**src/rtl/ram_port_arbiter.sv**
```systemverilog
// Purpose : round-robin arbiter sharing a dual-port RAM between N_REQ requesters, up to two grants per cycle.
// Latency : gnt is combinational in cycle T, RAM command registered at end of T, read data returned in T+2.
// Backpressure: a requester holds req until gnt; losers and suppressed same-address B winners simply retry.
//
// Ports:
//   clk, rst_n                  clock, asynchronous active-low reset
//   req/req_we                  per-requester request and write flag
//   req_addr/req_wdata          packed per-requester address / write data (slice i = requester i)
//   gnt                         combinational one-cycle grant pulse (at most two bits set)
//   rvalid/rdata                read-return strobe and data (slice i), data is 0 when not valid
//   ram_we/addr/data_a/b        registered RAM command for port A / port B
//   ram_val_a/b                 RAM read values (registered inside the RAM)
module ram_port_arbiter #(
    parameter int N_REQ = 4,
    parameter int AW    = 6,
    parameter int DW    = 8
) (
    input  logic                clk,
    input  logic                rst_n,
    input  logic [N_REQ-1:0]    req,
    input  logic [N_REQ-1:0]    req_we,
    input  logic [N_REQ*AW-1:0] req_addr,
    input  logic [N_REQ*DW-1:0] req_wdata,
    output logic [N_REQ-1:0]    gnt,
    output logic [N_REQ-1:0]    rvalid,
    output logic [N_REQ*DW-1:0] rdata,
    output logic                ram_we_a,
    output logic                ram_we_b,
    output logic [AW-1:0]       ram_addr_a,
    output logic [AW-1:0]       ram_addr_b,
    output logic [DW-1:0]       ram_data_a,
    output logic [DW-1:0]       ram_data_b,
    input  logic [DW-1:0]       ram_val_a,
    input  logic [DW-1:0]       ram_val_b
);

    localparam int PW = $clog2(N_REQ);

    logic [PW-1:0] ptr;
    logic [PW-1:0] ptr_nxt;
    logic [PW-1:0] scan_idx;
    logic [PW-1:0] a_idx;
    logic [PW-1:0] b_idx;
    logic          a_found;
    logic          b_found;
    logic          b_conflict;
    logic          b_gnt;

    logic [AW-1:0] addr_arr  [N_REQ];
    logic [DW-1:0] wdata_arr [N_REQ];

    // Read tags: stage 1 loads at grant, stage 2 lines up with the RAM output register.
    logic          tag_a1_vld, tag_a2_vld, tag_b1_vld, tag_b2_vld;
    logic [PW-1:0] tag_a1_id,  tag_a2_id,  tag_b1_id,  tag_b2_id;

    for (genvar g = 0; g < N_REQ; g++) begin : g_unpack
        assign addr_arr[g]  = req_addr[g*AW +: AW];
        assign wdata_arr[g] = req_wdata[g*DW +: DW];
    end

    function automatic logic [PW-1:0] wrap_inc(input logic [PW-1:0] v);
        return (v == PW'(N_REQ - 1)) ? '0 : v + PW'(1);
    endfunction

    // One circular scan from ptr: the first hit is A, the second hit is B.
    // Everything between ptr and A is idle, so the second hit equals a
    // circular search starting at A+1 that excludes A.
    always_comb begin
        a_found  = 1'b0;
        b_found  = 1'b0;
        a_idx    = '0;
        b_idx    = '0;
        scan_idx = '0;
        for (int k = 0; k < N_REQ; k++) begin
            scan_idx = PW'((int'(ptr) + k) % N_REQ);
            if (req[scan_idx]) begin
                if (!a_found) begin
                    a_found = 1'b1;
                    a_idx   = scan_idx;
                end else if (!b_found) begin
                    b_found = 1'b1;
                    b_idx   = scan_idx;
                end
            end
        end
    end

    // A same-address pair involving a write would race inside the RAM, so B
    // waits a cycle; no later requester is promoted into its slot.
    always_comb begin
        b_conflict = b_found
                  && (addr_arr[a_idx] == addr_arr[b_idx])
                  && (req_we[a_idx] || req_we[b_idx]);
        b_gnt      = b_found && !b_conflict;
    end

    always_comb begin
        gnt = '0;
        for (int i = 0; i < N_REQ; i++) begin
            gnt[i] = rst_n && ((a_found && (a_idx == PW'(i))) ||
                               (b_gnt   && (b_idx == PW'(i))));
        end
    end

    always_comb begin
        ptr_nxt = ptr;
        if (b_gnt) begin
            ptr_nxt = wrap_inc(b_idx);
        end else if (a_found) begin
            ptr_nxt = wrap_inc(a_idx);
        end
    end

    always_ff @(posedge clk or negedge rst_n) begin
        if (!rst_n) begin
            ptr        <= '0;
            ram_we_a   <= 1'b0;
            ram_addr_a <= '0;
            ram_data_a <= '0;
            ram_we_b   <= 1'b0;
            ram_addr_b <= '0;
            ram_data_b <= '0;
            tag_a1_vld <= 1'b0;
            tag_a1_id  <= '0;
            tag_a2_vld <= 1'b0;
            tag_a2_id  <= '0;
            tag_b1_vld <= 1'b0;
            tag_b1_id  <= '0;
            tag_b2_vld <= 1'b0;
            tag_b2_id  <= '0;
        end else begin
            ptr        <= ptr_nxt;
            // Idle ports issue a harmless read of address 0 whose data is ignored.
            ram_we_a   <= a_found && req_we[a_idx];
            ram_addr_a <= a_found ? addr_arr[a_idx]  : '0;
            ram_data_a <= a_found ? wdata_arr[a_idx] : '0;
            ram_we_b   <= b_gnt && req_we[b_idx];
            ram_addr_b <= b_gnt ? addr_arr[b_idx]  : '0;
            ram_data_b <= b_gnt ? wdata_arr[b_idx] : '0;
            tag_a1_vld <= a_found && !req_we[a_idx];
            tag_a1_id  <= a_idx;
            tag_b1_vld <= b_gnt && !req_we[b_idx];
            tag_b1_id  <= b_idx;
            tag_a2_vld <= tag_a1_vld;
            tag_a2_id  <= tag_a1_id;
            tag_b2_vld <= tag_b1_vld;
            tag_b2_id  <= tag_b1_id;
        end
    end

    // A requester is granted at most once per cycle, so the two ports never
    // target the same return slot.
    always_comb begin
        rvalid = '0;
        rdata  = '0;
        for (int i = 0; i < N_REQ; i++) begin
            if (tag_a2_vld && (tag_a2_id == PW'(i))) begin
                rvalid[i]          = 1'b1;
                rdata[i*DW +: DW]  = ram_val_a;
            end
            if (tag_b2_vld && (tag_b2_id == PW'(i))) begin
                rvalid[i]          = 1'b1;
                rdata[i*DW +: DW]  = ram_val_b;
            end
        end
    end

endmodule

```
**config.mk**
```make
export PLATFORM = sky130hd
export DESIGN_NAME = ram_port_arbiter
export DESIGN_NICKNAME = d
export VERILOG_FILES = /design/src/rtl/ram_port_arbiter.sv
export SDC_FILE = /design/constraint.sdc
export NUM_CORES = 1
export LEC_CHECK = 0
export ABC_AREA = 1
export CORE_ASPECT_RATIO = 1.4
export CORE_MARGIN = 5
export CORE_UTILIZATION = 35
export CTS_CLUSTER_SIZE = 14
export DETAILED_ROUTE_END_ITERATION = 7
export DONT_BUFFER_PORTS = 1
export PLACE_DENSITY = 0.56
export REMOVE_ABC_BUFFERS = 1
export SLEW_MARGIN = 25
export SYNTH_ARGS = -nofsm -noshare
export SYNTH_HDL_FRONTEND = slang
export SYNTH_SLANG_ARGS = --single-unit
```
**constraint.sdc**
```tcl
create_clock -name clk -period 3.5 [get_ports clk]
set_input_delay 0.7 -clock clk [delete_from_list [all_inputs] [get_ports clk]]
set_output_delay 0.7 -clock clk [all_outputs]
set_load 0.01 [all_outputs]
```
==> run summary <==
Top-area cell type share of the netlist area: 29.6%
Avg Cell Area, Syn: 6.47 um^2
Crit path launch: ptr[0]$_DFFE_PN0P_
Hold buffers post-CTS: 0
Worst Path Max Fanout: 5
Core area: 0.0104 mm^2
Main area contributors after synthesis: dfrtp_1, nand2_1, nand3_1
Crit path required time: 2.80 ns
Root Buffer: clkbuf_16
Initial antenna violation count: 0
Drt initial violations: 227
Unrepaired setup endpoints after global routing: true
Die height: 132 um
Final net count: 741
Reg2reg path depth: 21
Cells after synthesis: 575
Antenna viol nets, final: 0
Total GRT Usage: 20.1%
Avg WL per Cell: 16.9 um
Number of global-route vias before repair: 4167
Worst Hold Class: input port to async pin
Ys Warns: 0
Status: finished with violations
Final core occ: 47.7%
Worst Tran Pin Value: 0.417 ns
Via Count: 4123
CTS sink cnt: 44
Post-synthesis compound-gate area fraction: 14.9%
CP Class: flip-flop to output port
Simple-Gate Fraction of Synth Area: 39.6%
# port buffers: 0
Gr ovfl total: 0
First-pass GRT wire length: 21.3 mm
Vias/cell: 5.23
Largest area contributor in the netlist: dfrtp_1
Seq cells post-synth: 44
Period minus WS final: 3.73 ns
Dpl hpwl: 9.54 mm
Row Count: 44
Routed WL: 13.3 mm
H-tree depth: 2
Area added between synthesis and finish: 33.4%
Worst R2R Start: ptr[0]$_DFFE_PN0P_
Layout filler cell count: 1023
Max-cap violations: 0
Max-slew violations: 0
Syn Std Cell Area: 0.00372 mm^2
Die area: 0.0128 mm^2
Top Ports: 152
Final-report hold violation count: 0
CTS clock-pin slew for the worst setup and hold paths: 0.07 ns
Final setup fails: 4
GPL Wtd Cong: 0.945
Failing checks: setup timing
XOR/XNOR Fraction of Synth Area: 0%
DRC: 0
F_max: 268 MHz
Cts bufs inserted: 5
DRT Pass-1 Iters: 5
Crit start category: flip-flop
Die W: 97.1 um
Clock Path Buffers: 2
Setup WS pre-CTS: -0.212 ns
Layout cells sized above 1: 26.9%
Post-synthesis adder-cell area fraction: 3.36%
Clk_lat worst skew: 0.29 ns
Final worst slack: -0.228 ns
Multiplexer area fraction after synthesis: 0%
ANT cells: 0
Starting Density: 35.8%
Largest family of logic cells by synthesized area: simple AND/OR/NAND/NOR gates
Layout Skew: 0.00902 ns
CTS tree: built
Synth unique cells: 29
CP Capture Type: output port
Relative slew slack: 72.1%
Critical Path AT: 3.03 ns
Seq/Total Area, Yosys: 29.6%
Pin count of the biggest net entering global routing: 46
Tcrit/Tclk final: 107%
-- cell usage in the layout, fill, tap and decap left out, drive strengths merged --
cell and n:
nand4 3, ha 10, nor3 11, o21ai 34, clkinv 1, bufinv 1
clkinvlp 1, inv 87, a21oi 33, dfrtp 44, o211ai 1, buf 86
nor2 41, clkbuf 6, o22ai 33, nand3 77, nand2 181
-- state kept, by name, summed over array words and instances (netlist names), 6 cells and up --
| register | count |
|---|---|
| ram_data_a | 8 |
| ram_data_b | 8 |
| ram_addr_a | 6 |
| ram_addr_b | 6 |
-- path summary, 6_finish.rpt --
check,endpoint,slack (ns)
worst min register to register,tag_a2_id[0]$_DFF_PN0_,0.35
worst max register to register,ram_we_b$_DFF_PN0_,0.36
worst min-delay path,ram_data_a[2]$_DFF_PN0_,0.1
worst max-delay path,gnt[2],-0.23
max in group asynchronous,ptr[1]$_DFFE_PN0P_,3.31
min in group clk,tag_a2_id[0]$_DFF_PN0_,0.35
-- layer usage --
metal	part of all wire [%]	vias up	global-route usage [%]	wire length [um]
li1	-	2019	-	-
met1	39	1912	23.5	5120
met2	52	176	36.0	6900
met3	7.8	16	4.92	1040
met4	1.7	0	6.25	225
met5	0	-	0	0
-- critical path, cell delays in order (launching register included) --
cell     delay (ns)
dfrtp_2        0.48
buf_6          0.15
nand2_2        0.06
nand2_2        0.07
nand2_2        0.11
nand2_4        0.10
nor2_8         0.18
nand2_4        0.09
o21ai_2        0.17
buf_4          0.15
o22ai_4        0.10
buf_12         0.15
buf_16         0.12
nand2_1        0.06
nand2_1        0.06
nand2_1        0.07
nand3_2        0.08
nor2_4         0.13
nand3_4        0.12
nand3_2        0.10
a21oi_2        0.05
buf_4          0.15
-- area by class of cell --
type / count / area, um^2 / area share [%]
clock inverter: 3 / 46.3 / 0.933
inverter: 87 / 337 / 6.78
sequential: 44 / 1100 / 22.2
timing repair buffer: 87 / 805 / 16.2
clock buffer: 5 / 125 / 2.52
tap: 138 / 173 / 3.48
multi-input combinational: 424 / 2370 / 47.8
-- synthesized netlist by cell type (all sizes together) --
cell      n
a21oi    33
buf      15
clkbuf    6
dfrtp    44
ha       10
inv      87
nand2   180
nand3    77
nand4     3
nor2     41
nor3     11
o211ai    1
o21ai    34
o22ai    33
-- repair_timing --
action                                  CTS  global route
resized for setup                        31            36
buffers inserted                          8            11
endpoints found under the setup margin    4             4
cloned                                    1             1
pin swaps                                 6            27
-- stage by stage --
stage | cells | TNS [ns] | hold WS (ns) | instance area, um^2
floorplan | 554 | -0.970 | 0.331 | 3580
global placement | 759 | -0.747 | 0.331 | 4350
detailed placement | 759 | -0.771 | 0.341 | 4350
CTS | 776 | -0.764 | 0.0909 | 4740
global route | 788 | -1.66 | 0.0856 | 4960
finish | 788 | -0.900 | 0.0961 | 4960
-- cells by family (layout without fill, tap and decap cells) --
| kind of cell | after synthesis | count (layout) |
|---|---|---|
| flip-flops | 44 | 44 |
| AND/OR/NAND/NOR | 312 | 313 |
| buffers and inverters | 108 | 182 |
| AO/OA/AOI/OAI | 101 | 101 |
| adder cells (fa/ha/maj) | 10 | 10 |
Power is left out: the tool's default activity adds up to more than one toggle a clock period on the data nets, which glitch-free logic cannot reach.
==> variant 1 (same settings) <==
Take the reset off `ram_addr_a`, `ram_data_a`, `ram_addr_b` and `ram_data_b` and load them in a clocked block of their own.
--- a/src/rtl/ram_port_arbiter.sv
+++ b/src/rtl/ram_port_arbiter.sv
@@ -115,11 +115,7 @@
         if (!rst_n) begin
             ptr        <= '0;
             ram_we_a   <= 1'b0;
-            ram_addr_a <= '0;
-            ram_data_a <= '0;
             ram_we_b   <= 1'b0;
-            ram_addr_b <= '0;
-            ram_data_b <= '0;
             tag_a1_vld <= 1'b0;
             tag_a1_id  <= '0;
             tag_a2_vld <= 1'b0;
@@ -132,11 +128,7 @@
             ptr        <= ptr_nxt;
             // Idle ports issue a harmless read of address 0 whose data is ignored.
             ram_we_a   <= a_found && req_we[a_idx];
-            ram_addr_a <= a_found ? addr_arr[a_idx]  : '0;
-            ram_data_a <= a_found ? wdata_arr[a_idx] : '0;
             ram_we_b   <= b_gnt && req_we[b_idx];
-            ram_addr_b <= b_gnt ? addr_arr[b_idx]  : '0;
-            ram_data_b <= b_gnt ? wdata_arr[b_idx] : '0;
             tag_a1_vld <= a_found && !req_we[a_idx];
             tag_a1_id  <= a_idx;
             tag_b1_vld <= b_gnt && !req_we[b_idx];
@@ -146,6 +138,13 @@
             tag_b2_vld <= tag_b1_vld;
             tag_b2_id  <= tag_b1_id;
         end
+    end
+
+    always_ff @(posedge clk) begin
+        ram_addr_a <= a_found ? addr_arr[a_idx]  : '0;
+        ram_data_a <= a_found ? wdata_arr[a_idx] : '0;
+        ram_addr_b <= b_gnt ? addr_arr[b_idx]  : '0;
+        ram_data_b <= b_gnt ? wdata_arr[b_idx] : '0;
     end
 
     // A requester is granted at most once per cycle, so the two ports never
Formal check against the unedited RTL: not equivalent (a bounded check fails within 4 cycles, from zero or initial values and one cycle with rst_n low).
==> variant 1 against the original RTL <==
  * The flow still finishes with violations (negative setup slack)
  * Sequential cell count stayed put
  * Fmax is 2.3% lower
  * Clock skew decreased by 0.0043 ns
  * Synthesized cell count shrank 3.7%
  * Routed wire length increased by 15%
  * Hold slack gained 0.0087 ns
  * Worst setup slack lost 0.088 ns
  * Design area is 21% higher
  * Area after synthesis grew 1.6%
Power is not shown: default switching activity piles up to over one toggle a cycle in this logic, so the estimate is an artifact.
==> variant 1: results (changes against the original RTL) <==
INFO  metric cts_post_setup_buffers_inserted = 49 (was 8)
INFO  metric drt_iter0_drc = 234 (was 227)
INFO  metric global_route_wire_length_before_repair = 21.98 mm (was 21.31 mm)
INFO  metric pin_count_of_the_biggest_net_entering_global_routing = 20 (was 46)
INFO  metric synth.top_cells.by_area = sky130_fd_sc_hd__dfxtp_1, sky130_fd_sc_hd__nand2_1, sky130_fd_sc_hd__dfrtp_1 (was sky130_fd_sc_hd__dfrtp_1, sky130_fd_sc_hd__nand2_1, sky130_fd_sc_hd__nand3_1)
INFO  metric detailed_place_hpwl = 9.336 mm (was 9.539 mm)
INFO  metric worst_r2r_end = ram_addr_a[2] (was ram_we_b)
INFO  metric tns = -1.768 ns (was -0.9002 ns)
INFO  metric postLayoutSetupSlackWorst = -0.3163 ns (was -0.2283 ns)
INFO  metric drive_gt1_share = 45.92% (was 26.92%)
INFO  metric met1_routed_wirelength_after_detailed_routing = 5.564 mm (was 5.119 mm)
INFO  metric critPathMaxStageDelay = 0.45 ns (was 0.48 ns)
INFO  metric setup_viol_count_final = 6 (was 4)
INFO  metric track_usage = 20.54% (was 20.09%)
INFO  metric violations_in_the_final_reports = negative setup slack (unchanged)
INFO  metric final.clkbuf_count = 6 (was 5)
INFO  metric bufAreaShareNonClock = 22.34% (was 16.21%)
INFO  metric timing.max_slew.rel_slack = 71.30% (was 72.14%)
INFO  metric met2WireLength = 8.083 mm (was 6.900 mm)
INFO  metric globalplace.congestion = 0.8659 (was 0.9445)
INFO  metric fin_worst_skew = 0.004752 ns (was 0.009018 ns)
INFO  metric detail_route.vias_per_cell = 5.383 (was 5.232)
INFO  metric nonClockInverterCount = 86 (was 87)
INFO  metric grtUsageMet2 = 37.80% (was 35.98%)
INFO  metric status = finished with violations (unchanged)
-- variant 1: cell count changes after synthesis, moves of 6 or more --
cell / change
sky130_fd_sc_hd__a21oi_1: -6
sky130_fd_sc_hd__a21oi_2: +9
sky130_fd_sc_hd__dfrtp_1: -28
sky130_fd_sc_hd__dfxtp_1: +28
sky130_fd_sc_hd__nand2_1: -15
sky130_fd_sc_hd__nand2_2: +8
sky130_fd_sc_hd__nand2_4: +6
sky130_fd_sc_hd__nand3_1: -9
sky130_fd_sc_hd__nor2_1: -12
sky130_fd_sc_hd__nor2_2: -8
sky130_fd_sc_hd__nor3_1: -7
sky130_fd_sc_hd__o211ai_1: +23
sky130_fd_sc_hd__o21ai_0: -24
-- variant 1: through the flow --
step	std cells	hold WS (ns)	setup WS, ns	cell area, um^2
after floorplan	534	0.3312	-0.1618	3618
after global placement	745	0.3349	-0.04567	4370
after detailed placement	745	0.3347	-0.06080	4370
after CTS	807	0.09885	-0.2376	5405
after global routing	827	0.09430	-0.4542	5982
final	827	0.1048	-0.3163	5982
==> variant 2 (same settings) <==
Without the edit above. Change the parameter `AW` from 6 to 5.
--- a/src/rtl/ram_port_arbiter.sv
+++ b/src/rtl/ram_port_arbiter.sv
@@ -12,7 +12,7 @@
 //   ram_val_a/b                 RAM read values (registered inside the RAM)
 module ram_port_arbiter #(
     parameter int N_REQ = 4,
-    parameter int AW    = 6,
+    parameter int AW    = 5,
     parameter int DW    = 8
 ) (
     input  logic                clk,
Interface: changed (resized ram_addr_a, ram_addr_b and req_addr); port bits go from 152 to 146. The function was not compared with the original's and may differ.
==> variant 2 against the original RTL <==
  * Synthesized cell count is 2.1% lower
  * Via count is 2.3% higher
  * Highest routed layer unchanged
  * First-iteration DRC count is 31% higher
  * Design area is 0.35% lower
  * Routed wire length is 1.8% higher
  * The run still ends with negative setup slack left
  * Global-route usage hardly changed
  * Critical path depth is 2 higher
  * Sequential cell count is 2 lower
  * Worst setup slack better by 0.020 ns
  * Area after synthesis is 4.1% lower
  * Die area is 3.7% lower
Power is left out: the tool's default activity adds up to more than one toggle a clock period on the data nets, which glitch-free logic cannot reach.
==> variant 2: results (changes against the original RTL) <==
INFO  metric worstPathMaxFanout = 7 (was 5)
INFO  metric tns = -1.137 ns (was -0.9002 ns)
INFO  metric clock_tree.root_cell = sky130_fd_sc_hd__clkbuf_16 (unchanged)
INFO  metric r2r_cells = 30 (was 21)
INFO  metric cp_data_arrival_time = 3.01 ns (was 3.03 ns)
INFO  metric pin_count_of_the_biggest_net_entering_global_routing = 44 (was 46)
INFO  metric clock_insertion_delay_worst_skew = 0.29 ns (about the same)
INFO  metric worstReg2RegStart = ptr[0] (unchanged)
INFO  metric post-place-ws = -0.1656 ns (was -0.2120 ns)
INFO  metric synth_warnings = 0 (unchanged)
INFO  metric worst_r2r_end = ram_addr_a[0] (was ram_we_b)
INFO  metric synth.top_cells.by_area = sky130_fd_sc_hd__dfrtp_1, sky130_fd_sc_hd__nand2_1, sky130_fd_sc_hd__nand3_1 (unchanged)
INFO  metric violations_in_the_final_reports = negative setup slack (unchanged)
INFO  metric tightestPinTransition = 0.4319 ns (was 0.4168 ns)
INFO  metric ys_types = 27 (was 29)
INFO  metric drive_gt1_share = 30.40% (was 26.92%)
INFO  metric dp.cells = 726 (was 759)
INFO  metric top_cells_by_instance_count_after_synthesis = sky130_fd_sc_hd__nand2_1, sky130_fd_sc_hd__inv_1, sky130_fd_sc_hd__nand3_1 (unchanged)
INFO  metric final.fill_count = 964 (was 1,023)
INFO  metric placement.cell_area = 0.003995 mm^2 (was 0.004345 mm^2)
INFO  metric post_cts_hold_buffer_count = 0 (unchanged)
INFO  metric drv_cap = 0 (unchanged)
INFO  metric cts_inserted_buffers = 5 (unchanged)
INFO  metric layout.nets = 735 (was 741)
INFO  metric wirelength = 13.53 mm (was 13.28 mm)
INFO  metric status = finished with violations (unchanged)
INFO  metric detail_route.vias_per_cell = 5.388 (was 5.232)
INFO  metric synth_xor_xnor_area_share = 0% (unchanged)
INFO  metric firstDrtPassIters = 5 (unchanged)
INFO  metric globalplace.congestion = 0.8674 (was 0.9445)
INFO  metric global_route_wire_length_before_repair = 19.27 mm (was 21.31 mm)
INFO  metric synth-seq-area-share = 29.46% (was 29.60%)
INFO  metric fin_worst_skew = 0.007835 ns (was 0.009018 ns)
INFO  metric syn_inst = 563 (was 575)
INFO  metric global_route.overflow_total = 0 (unchanged)
INFO  metric synth_compound_area_share = 15.75% (was 14.93%)
INFO  metric vias = 4,219 (was 4,123)
INFO  metric drt_iter0_drc = 298 (was 227)
INFO  metric postLayoutSetupSlackWorst = -0.2086 ns (was -0.2283 ns)
INFO  metric setup_viol_count_final = 6 (was 4)
INFO  metric detailed_place_hpwl = 8.927 mm (was 9.539 mm)
INFO  metric yosys.area_share.adder = 3.508% (was 3.364%)
INFO  metric via_count_of_the_first_global_routing_pass = 4,038 (was 4,167)
INFO  metric track_usage = 20.05% (was 20.09%)
INFO  metric holdWs = 0.09747 ns (was 0.09609 ns)
-- variant 2: cell types whose count changed in the layout (fill, tap and decap cells not counted), sizes merged, moves of 2 or more --
| cell | before | now |
|---|---|---|
| buf | 86 | 95 |
| dfrtp | 44 | 42 |
| inv | 87 | 84 |
| nand3 | 77 | 72 |
| nand3b | 0 | 2 |
| nand4 | 3 | 1 |
| o21bai | 0 | 2 |
-- variant 2: layer usage --
metal  wire length, um  vias up  track usage (%)
li1                  -     1995                -
met1              4806     1975            20.44
met2              7243      201            37.36
met3               919       48            3.949
met4               556        0            11.13
met5                 0        -                0
-- variant 2: cell type report --
cell class,count,area (um^2),area share (%)
inverter,84,325.3,6.577
timing repair buffer,95,764.5,15.46
tap,135,168.9,3.415
multi-input combinational,419,2484,50.22
clock inverter,3,25.02,0.5059
clock buffer,5,125.1,2.530
sequential,42,1054,21.30
-- variant 2: worst max path at each step --
stage	cells after the start	endpoint	slack, ns	from
after global placement	22	gnt[1]	-0.12	req[1]
after CTS	21	gnt[1]	-0.15	ptr[0]
after detailed placement	18	gnt[1]	-0.17	req[3]
after floorplan	21	gnt[0]	-0.32	req[1]
final	23	gnt[1]	-0.21	ptr[0]
after global routing	23	gnt[1]	-0.33	ptr[0]
-- variant 2: timing repair --
action	CTS	global route
buffers inserted	37	9
pin swaps	19	39
cloned	1	2
gates resized for setup	42	61
endpoints found under the setup margin	4	6
-- variant 2: logic make-up (layout without fill, tap and decap cells) --
logic type	Yosys count	after routing
buffers and inverters	104	187
AND/OR/NAND/NOR	306	307
adder cells (fa/ha/maj)	10	10
AO/OA/AOI/OAI	101	102
flip-flops	42	42
